$ cat src/rtl/alu_seq_pkg.sv
// alu_seq_pkg: opcode map, control state encoding and default widths shared
// by the sequential ALU and its iterative modulo unit.
package alu_seq_pkg;

    localparam int SEL_WIDTH = 4;
    localparam int ARG_WIDTH = 8;

    localparam logic [SEL_WIDTH-1:0] OP_ADD  = 4'd0;
    localparam logic [SEL_WIDTH-1:0] OP_SUB  = 4'd1;
    localparam logic [SEL_WIDTH-1:0] OP_AND  = 4'd2;
    localparam logic [SEL_WIDTH-1:0] OP_OR   = 4'd3;
    localparam logic [SEL_WIDTH-1:0] OP_XOR  = 4'd4;
    localparam logic [SEL_WIDTH-1:0] OP_NOR  = 4'd5;
    localparam logic [SEL_WIDTH-1:0] OP_NAND = 4'd6;
    localparam logic [SEL_WIDTH-1:0] OP_XNOR = 4'd7;
    localparam logic [SEL_WIDTH-1:0] OP_MOD  = 4'd8;
    localparam logic [SEL_WIDTH-1:0] OP_EQU  = 4'd9;
    localparam logic [SEL_WIDTH-1:0] OP_GT   = 4'd10;
    localparam logic [SEL_WIDTH-1:0] OP_LT   = 4'd11;
    localparam logic [SEL_WIDTH-1:0] OP_ROR  = 4'd12;
    localparam logic [SEL_WIDTH-1:0] OP_ROL  = 4'd13;

    typedef enum logic {
        ST_IDLE = 1'b0,
        ST_BUSY = 1'b1
    } state_t;

endpackage

$ cat src/rtl/alu_mod_unit.sv
// alu_mod_unit: restoring-remainder modulo, one quotient bit per cycle.
// Ports:
//   clk, rst_n  - clock, async active-low reset
//   start       - capture a/b and begin WIDTH iterations
//   a, b        - dividend / divisor (b must be non-zero)
//   busy        - iterations remaining
//   done        - rem holds the finished remainder (held until next start)
//   rem         - remainder
module alu_mod_unit #(
    parameter int WIDTH = 8
) (
    input  logic             clk,
    input  logic             rst_n,
    input  logic             start,
    input  logic [WIDTH-1:0] a,
    input  logic [WIDTH-1:0] b,
    output logic             busy,
    output logic             done,
    output logic [WIDTH-1:0] rem
);

    localparam int CNT_W = $clog2(WIDTH + 1);

    logic [CNT_W-1:0] cnt_q;
    logic [WIDTH-1:0] rem_q;
    logic [WIDTH-1:0] dvd_q;
    logic [WIDTH-1:0] dvs_q;
    logic             done_q;
    logic [WIDTH:0]   trial;
    logic [WIDTH:0]   trial_sub;

    // rem_q < dvs_q always holds, so the shifted trial fits in WIDTH+1 bits
    assign trial     = {rem_q, dvd_q[WIDTH-1]};
    assign trial_sub = trial - {1'b0, dvs_q};

    always_ff @(posedge clk or negedge rst_n) begin
        if (!rst_n) begin
            cnt_q  <= '0;
            rem_q  <= '0;
            dvd_q  <= '0;
            dvs_q  <= '0;
            done_q <= 1'b0;
        end else if (start) begin
            cnt_q  <= CNT_W'(WIDTH);
            rem_q  <= '0;
            dvd_q  <= a;
            dvs_q  <= b;
            done_q <= 1'b0;
        end else if (cnt_q != '0) begin
            if (trial >= {1'b0, dvs_q}) begin
                rem_q <= trial_sub[WIDTH-1:0];
            end else begin
                rem_q <= trial[WIDTH-1:0];
            end
            dvd_q <= {dvd_q[WIDTH-2:0], 1'b0};
            cnt_q <= cnt_q - 1'b1;
            if (cnt_q == CNT_W'(1)) begin
                done_q <= 1'b1;
            end
        end
    end

    assign busy = (cnt_q != '0);
    assign done = done_q;
    assign rem  = rem_q;

endmodule

$ cat src/rtl/alu_seq.sv
// alu_seq: pipelined ALU with valid/ready on operands and result. Single-cycle
// ops load the result register directly; MOD with b!=0 iterates in
// alu_mod_unit. Result and flags are held until the consumer accepts them.
// Ports:
//   clk, rst_n             - clock, async active-low reset
//   in_valid/in_ready      - operand beat handshake (a, b, sel)
//   out_valid/out_ready    - result handshake (out, zero, carry, overflow, error)
//
// state   | meaning
// --------+--------------------------------------------------------------
// ST_IDLE | accepting beats; non-iterative ops load the result register
// ST_BUSY | modulo iterating; loads result once done and output is free
module alu_seq
    import alu_seq_pkg::*;
#(
    parameter int WIDTH = ARG_WIDTH,
    parameter int OP_W  = SEL_WIDTH
) (
    input  logic             clk,
    input  logic             rst_n,
    input  logic             in_valid,
    output logic             in_ready,
    input  logic [WIDTH-1:0] a,
    input  logic [WIDTH-1:0] b,
    input  logic [OP_W-1:0]  sel,
    output logic             out_valid,
    input  logic             out_ready,
    output logic [WIDTH-1:0] out,
    output logic             zero,
    output logic             carry,
    output logic             overflow,
    output logic             error
);

    localparam logic [WIDTH-1:0] W_L = WIDTH'(WIDTH);

    state_t state_q, state_d;

    logic [WIDTH:0]       sum_ext, diff_ext;
    logic [WIDTH-1:0]     rot_amt;
    logic [2*WIDTH-1:0]   rol_ext, ror_ext;
    logic [WIDTH-1:0]     res;
    logic                 res_c, res_v, res_err, op_valid, op_iter;

    logic                 out_free, accept;
    logic                 mod_start, load_single, load_mod;
    logic                 mod_busy, mod_done;
    logic [WIDTH-1:0]     mod_rem;

    assign sum_ext  = {1'b0, a} + {1'b0, b};
    assign diff_ext = {1'b0, a} - {1'b0, b};
    assign rot_amt  = b % W_L;
    assign rol_ext  = {a, a} << rot_amt;
    assign ror_ext  = {a, a} >> rot_amt;

    // An X/Z or unused opcode matches no item and falls to the invalid default.
    always_comb begin
        res      = '0;
        res_c    = 1'b0;
        res_v    = 1'b0;
        res_err  = 1'b0;
        op_valid = 1'b1;
        op_iter  = 1'b0;
        case (sel)
            OP_ADD: begin
                res   = sum_ext[WIDTH-1:0];
                res_c = sum_ext[WIDTH];
                res_v = (a[WIDTH-1] == b[WIDTH-1]) && (res[WIDTH-1] != a[WIDTH-1]);
            end
            OP_SUB: begin
                res   = diff_ext[WIDTH-1:0];
                res_c = (a < b);
                res_v = (a[WIDTH-1] != b[WIDTH-1]) && (res[WIDTH-1] != a[WIDTH-1]);
            end
            OP_AND:  res = a & b;
            OP_OR:   res = a | b;
            OP_XOR:  res = a ^ b;
            OP_NOR:  res = ~(a | b);
            OP_NAND: res = ~(a & b);
            OP_XNOR: res = ~(a ^ b);
            OP_MOD: begin
                if (b == '0) begin
                    res     = a;
                    res_err = 1'b1;
                end else begin
                    op_iter = 1'b1;
                end
            end
            OP_EQU:  res = {{(WIDTH-1){1'b0}}, a == b};
            OP_GT:   res = {{(WIDTH-1){1'b0}}, a > b};
            OP_LT:   res = {{(WIDTH-1){1'b0}}, a < b};
            OP_ROR:  res = ror_ext[WIDTH-1:0];
            OP_ROL:  res = rol_ext[2*WIDTH-1:WIDTH];
            default: begin
                res_err  = 1'b1;
                op_valid = 1'b0;
            end
        endcase
    end

    assign out_free = !out_valid || out_ready;
    assign in_ready = (state_q == ST_IDLE) && !mod_busy && out_free;
    assign accept   = in_valid && in_ready;

    always_ff @(posedge clk or negedge rst_n) begin
        if (!rst_n) begin
            state_q <= ST_IDLE;
        end else begin
            state_q <= state_d;
        end
    end

    always_comb begin
        state_d     = state_q;
        mod_start   = 1'b0;
        load_single = 1'b0;
        load_mod    = 1'b0;
        case (state_q)
            ST_IDLE: begin
                if (accept) begin
                    if (op_iter) begin
                        mod_start = 1'b1;
                        state_d   = ST_BUSY;
                    end else begin
                        load_single = 1'b1;
                    end
                end
            end
            ST_BUSY: begin
                // a finished remainder waits here while an older result stalls
                if (mod_done && out_free) begin
                    load_mod = 1'b1;
                    state_d  = ST_IDLE;
                end
            end
            default: state_d = ST_IDLE;
        endcase
    end

    always_ff @(posedge clk or negedge rst_n) begin
        if (!rst_n) begin
            out_valid <= 1'b0;
            out       <= '0;
            zero      <= 1'b0;
            carry     <= 1'b0;
            overflow  <= 1'b0;
            error     <= 1'b0;
        end else if (load_single) begin
            out_valid <= 1'b1;
            out       <= res;
            zero      <= op_valid && (res == '0);
            carry     <= res_c;
            overflow  <= res_v;
            error     <= res_err;
        end else if (load_mod) begin
            out_valid <= 1'b1;
            out       <= mod_rem;
            zero      <= (mod_rem == '0);
            carry     <= 1'b0;
            overflow  <= 1'b0;
            error     <= 1'b0;
        end else if (out_valid && out_ready) begin
            out_valid <= 1'b0;
        end
    end

    alu_mod_unit #(.WIDTH(WIDTH)) u_mod (
        .clk   (clk),
        .rst_n (rst_n),
        .start (mod_start),
        .a     (a),
        .b     (b),
        .busy  (mod_busy),
        .done  (mod_done),
        .rem   (mod_rem)
    );

endmodule
$ cat config.mk
export PLATFORM = sky130hd
export DESIGN_NAME = alu_seq
export DESIGN_NICKNAME = d
export VERILOG_FILES = /design/src/rtl/alu_seq_pkg.sv /design/src/rtl/alu_mod_unit.sv /design/src/rtl/alu_seq.sv
export SDC_FILE = /design/constraint.sdc
export NUM_CORES = 1
export LEC_CHECK = 0
export ABC_AREA = 1
export BUFFER_PORTS_ARGS = -buffer_cell sky130_fd_sc_hd__buf_2
export CAP_MARGIN = 20
export CORE_AREA = 3 3 130 82
export CTS_CLUSTER_DIAMETER = 30
export DETAILED_ROUTE_END_ITERATION = 10
export DIE_AREA = 0 0 133 85
export GPL_ROUTABILITY_DRIVEN = 0
export GPL_TIMING_DRIVEN = 0
export PLACE_DENSITY = 0.67
export SLEW_MARGIN = 20
export SYNTH_ARGS = -nofsm -noshare
export SYNTH_HDL_FRONTEND = slang
export SYNTH_HIERARCHICAL = 1
export SYNTH_SLANG_ARGS = --single-unit
$ cat constraint.sdc
create_clock -name clk -period 3.85 [get_ports clk]
set_input_delay 1.155 -clock clk [delete_from_list [all_inputs] [get_ports clk]]
set_output_delay 1.155 -clock clk [all_outputs]
set_load 0.005 [all_outputs]
### Yosys cells after proc, flatten, opt, wreduce, memory -nomap -nowiden

Cells that the tools add are included.

| storage, ports and cells | value |
|---|---|
| register bits | 43 |
| input bits | 24 |
| output and inout port bits | 14 |
| word-level logic and storage cells | 110 |

| operators by class | value |
|---|---|
| add/subtract/negate cells | 4 |
| magnitude comparators | 3 |
| equal/unequal tests | 19 |
| shifts and indexed selects | 2 |
| muxes and demuxes | 40 |
| bitwise logic cells | 7 |
| reduce and logical (&&, ||, !) cells | 23 |

Operator list:

| cell | number |
|---|---|
| $pmux W8 S14 | 1 |
| $mux W8 | 8 |
| $mux W1 | 25 |
| $eq A4 B4 Y1 const B | 6 |
| $logic_not A8 Y1 | 3 |
| $not A8 Y8 | 3 |
| $eq A4 B3 Y1 const B | 4 |
| $shl A16 B3 Y16 | 1 |
| $shr A16 B3 Y8 | 1 |
| $sub A8 B8 Y8 | 2 |
| $reduce_or A14 Y1 | 1 |
| $reduce_or A13 Y1 | 1 |
| $add A8 B8 Y9 | 1 |
| $ge A9 B8 Y1 | 1 |
| $and A8 B8 Y8 | 1 |
| $eq A4 B1 Y1 const B | 2 |
| $eq A4 B2 Y1 const B | 2 |
| $eq A8 B8 Y1 | 1 |
| $gt A8 B8 Y1 | 1 |
| $logic_and A1 B1 Y1 | 8 |
| $lt A8 B8 Y1 | 1 |
| $mux W4 | 2 |
| $or A8 B8 Y8 | 1 |
| $pmux W1 S2 | 4 |
| 12 further kinds | 17 |

### Logic depth before layout (Yosys ltp)

| logic depth | value |
|---|---|
| word-level depth | 9 |
| gate-level depth with buffers | 17 |
| depth with buffers taken out | 17 |

### Cells and area by module

The synthesis kept the hierarchy.

By module, submodules not included:

| module | instances | cells an instance | area each (um^2) | sequential area each (um^2) |
|---|---|---|---|---|
| alu_seq | 1 | 549 | 2964.1 | 350.3 |
| alu_mod_unit | 1 | 222 | 1773.0 | 725.7 |

### Least setup slack after synthesis

Ideal clock, no wire load.

| timing path | value |
|---|---|
| kind | input to register |
| start | in b[2] |
| end | reg zero |
| arrival time | 2.918 ns |
| required time | 3.777 ns |
| setup slack | 0.859 ns |
| cell stages on the path | 15 |
| buffers on the path | 2 |
| cells stage by stage | buf_6 -> inv_2 -> buf_2 -> ha_1 -> o21ai_0 -> nand3_1 -> nand2_1 -> nand2_1 -> nand3_1 -> nand3_1 -> nor2_2 -> nand2_1 -> nor2_1 -> nand2_1 -> a21oi_2 |

| between the ends | value |
|---|---|
| cells in the longest elaborated chain, start to end | 7 |

RTL lines:

| what | RTL line | RTL |
|---|---|---|
| from (decl) | alu_seq.sv:24 | `input logic [WIDTH-1:0] b,` |
| branches (longest 7 deep; another with $sub A8 B8 Y8) | - |  |
| to (signal assigned) | alu_seq.sv:151 | `zero <= op_valid && (res == '0);` |
| to (signal assigned) | alu_seq.sv:158 | `zero <= (mod_rem == '0);` |
| to (decl) | alu_seq.sv:29 | `output logic zero,` |

Several ways; the timed one is not identified.
A chain may end at the register's enable or synchronous reset.

### Worst setup path after layout

Same ends and word-level chain as after synthesis.

==> run summary <==
- DR vias: 5,248
- average vias per placed instance: 5.52
- Port Buf Inserts: 37
- Reg-to-Reg Start: u_mod/cnt_q[0]$_DFFE_PN0P_
- Async SR Flop Fraction: 100%
- overall die area: 0.0113 mm2
- final clock period utilization by the worst path: 89.2%
- Pleak: 2.84 nW
- number of cells upsized or downsized after cts: 0
- footprint of the multi-input gates: 0.00311 mm2
- Slew Limit Headroom: 38.1%
- first-pass GRT wire length: 24.4 mm
- number of instances in the synthesized netlist: 771
- count of different cell masters after synthesis: 42
- max-cap violation count: 0
- area share of the leading cell type in the synthesized netlist: 22.7%
- height of the die: 85 um
- outcome: finished, final reports clean
- initial standard-cell utilization of the core: 49.2%
- count of state elements after synthesis: 43
- setup TNS after final layout: 0 ns
- top post-synthesis cells by area: dfrtp_1 23%, nand2_1 20%, nand3_1 14%
- cell at the root of the clock tree: clkbuf_16
- Inserted Clock Buffers: 5
- TritonCTS Sinks: 43
- delay contributed by the slowest stage of the critical path: 0.42 ns
- 1st-iter DRT viols: 565
- Post-CTS Hold Buffers: 0
- wire length after detailed routing: 15.0 mm
- commonest non-fill, non-tap cells in the layout: 252 x nand2_1, 134 x nand3_1, 97 x inv_1
- post-layout util: 54.3%
- sequential area share after synthesis: 22.7%
- CTS tree: built
- cell depth of the worst min-delay path: 2
- number of setup buffers added after CTS: 0
- Post-synth top flop: dfrtp_1
- most frequent cell on the critical path: nand2_1
- CTS clk-pin slew, worst paths: 0.06 ns
- floorplan core area: 0.00963 mm2
- synthesized-area fraction occupied by and/or/nand/nor cells: 46.4%
- fraction of layout instances using a drive strength above 1: 12.1%
- count of flip-flops with a built-in enable after synthesis: 0
- actual slew at the worst max-slew pin: 0.929 ns
- horizontal die dimension: 133 um
- class of the most critical setup path: input port to flip-flop
- detailed placer's ending HPWL: 11.9 mm
- highest ir drop seen on vdd: 0.337 mV
- Post-Synth XOR/XNOR Area: 0.740%
- number of global-route vias before repair: 4,791
- cell accounting for the most synthesized area: dfrtp_1
- post-synthesis net count: 832
- maximum clock frequency: 291 MHz
- Setup Viol. Count Final: 0
- Worst Reg2Reg Path Length in Cells: 10
- fin crit period: 3.44 ns
- GRT Total Usage: 26.9%
- sort of element at the start of the critical path: input port
- register-to-register setup slack: 1.35 ns
- commonest non-fill, non-tap cell in the layout: nand2_1
- Hold WC Path Type: flip-flop to flip-flop
- number of buffers on the longest clock path: 2
- routed len/inst: 15.8 um
- startpoint of the most critical hold path: error$_DFFE_PN0P_
- number of H-tree levels: 2
- Critical Path AT: 3.65 ns
- power density of the placed cells: 511 mW/mm2
- slowest stage cell on the critical path: o21ai_0
- mux contribution to synthesized area: 0%
- cells along the critical path: buf_2 > buf_6 > inv_2 > buf_2 > ha_1 > o21ai_0 > nand3_1 > nand2_1 > nand2_1 > nand3_1 > nand3_1 > nor2_2 > nand2_1 > nor2_1 > nand2_1 > a21oi_2
- endpoint with the worst hold slack: error$_DFFE_PN0P_
- RR Endpoint: u_mod/dvs_q[1]$_DFFE_PN0P_
- maximum number of pins on one net before global-route repair: 44
- synthesized-area fraction occupied by adder cells: 10.2%
- Clock Latency Late Sink: 0.28 ns
- critical path fanouts, max: 11
- antenna violations before repair: 0
- critical path data required time: 4.06 ns
- synthesized-area fraction occupied by ao, oa, aoi and oai cells: 8.14%
- site row count: 28
- number of synthesis warnings: 6
- Register Area: 0.00108 mm2
- count of TritonRoute iterations in the first routing pass: 5
- net count reported at finish: 876
- fillers: 989
- total count of max-transition violations in the final report: 0
- RSZ-0062 raised after global routing: no
- residual overflow from global routing: 0
- Final Hold Fails: 0
- largest family of logic cells by synthesized area: simple AND/OR/NAND/NOR gates
- top-level port count: 38
- count of inserted antenna diode cells: 0
- cell area after synthesis: 0.00474 mm2
- Syn-to-layout area delta: 10.4%
- number of remaining DRC errors: 0
- DRT antenna net count: 0
- type of destination of the critical path: flip-flop
- final clock skew: 0.00257 ns
- Avg Cell Area, Syn: 6.14 um2
-- layer usage --
layer	part of all wire [%]	vias to the layer above	GRT usage [%]
li1	-	2565	-
met1	49	2368	42.9
met2	37	285	35.7
met3	12	30	7.11
met4	1.5	0	5.19
met5	0	-	0
-- where the power goes --
part           internal (mW)  switching [mW]
clock network          0.240           0.163
logic                  0.572           0.949
registers              0.619           0.130
total                   1.43            1.24
-- worst max-delay path: cells and delay by family --
family	cells	cell delay [ns]
adders and majority gates	1	0.35
AOI/OAI and AO/OA	2	0.55
and+or+nand+nor	9	0.91
buffers and inverters	4	0.67
-- synth_stat cells, drive strengths merged (2+ instances only) --
| master | n |
|---|---|
| nor4 | 2 |
| a31oi | 3 |
| nand3b | 11 |
| buf | 13 |
| ha | 34 |
| nand4 | 4 |
| or2 | 3 |
| nand2 | 262 |
| o22ai | 5 |
| xor2 | 4 |
| nand3 | 136 |
| o211ai | 3 |
| o221ai | 6 |
| dfrtp | 43 |
| nor3 | 2 |
| inv | 113 |
| nor2 | 70 |
| clkbuf | 4 |
| fa | 3 |
| o21ai | 28 |
| a21oi | 15 |
-- metrics by stage --
stage	instance area, um2	worst slack (ns)	cells	hold WS (ns)	power, mW
floorplan	4740	0.859	771	0.446	1.86
finish	5230	0.414	951	0.485	2.67
CTS	5230	0.489	951	0.484	2.67
global route	5230	0.275	951	0.508	2.93
detailed placement	5090	0.192	943	0.467	2.26
global placement	5090	0.287	943	0.454	2.22
-- cell families after synthesis --
logic type / Yosys count
fa+ha+maj: 37
flops: 43
xor+xnor: 4
simple gates: 491
buf+inv: 131
compound gates: 65
-- flip-flops by register name (all words and copies together) (netlist names), 4 cells and up --
signal	cells
u_mod/rem	8
u_mod/dvd_q	8
u_mod/dvs_q	8
u_mod/cnt_q	4
out	8
-- cell type report --
cell class	count	share of cell area (%)
Buffer	17	2.44
Timing Repair Buffer	37	3.54
Clock buffer	7	2.54
Inverter	114	8.18
Clock inverter	1	0.0957
Multi-Input combinational cell	597	59.4
Tap cell	135	3.23
Sequential cell	43	20.6
-- worst max-delay path by stage --
stage | cells past startpoint | slack [ns] | to | startpoint
after floorplan | 15 | 0.86 | zero$_DFFE_PN0P_ | b[2]
after global placement | 16 | 0.29 | zero$_DFFE_PN0P_ | b[2]
after detailed placement | 16 | 0.19 | zero$_DFFE_PN0P_ | b[2]
after CTS | 16 | 0.49 | zero$_DFFE_PN0P_ | b[2]
after global routing | 16 | 0.27 | zero$_DFFE_PN0P_ | b[2]
final | 16 | 0.41 | zero$_DFFE_PN0P_ | b[2]
Note: power is estimated with default switching activity, not from simulation.
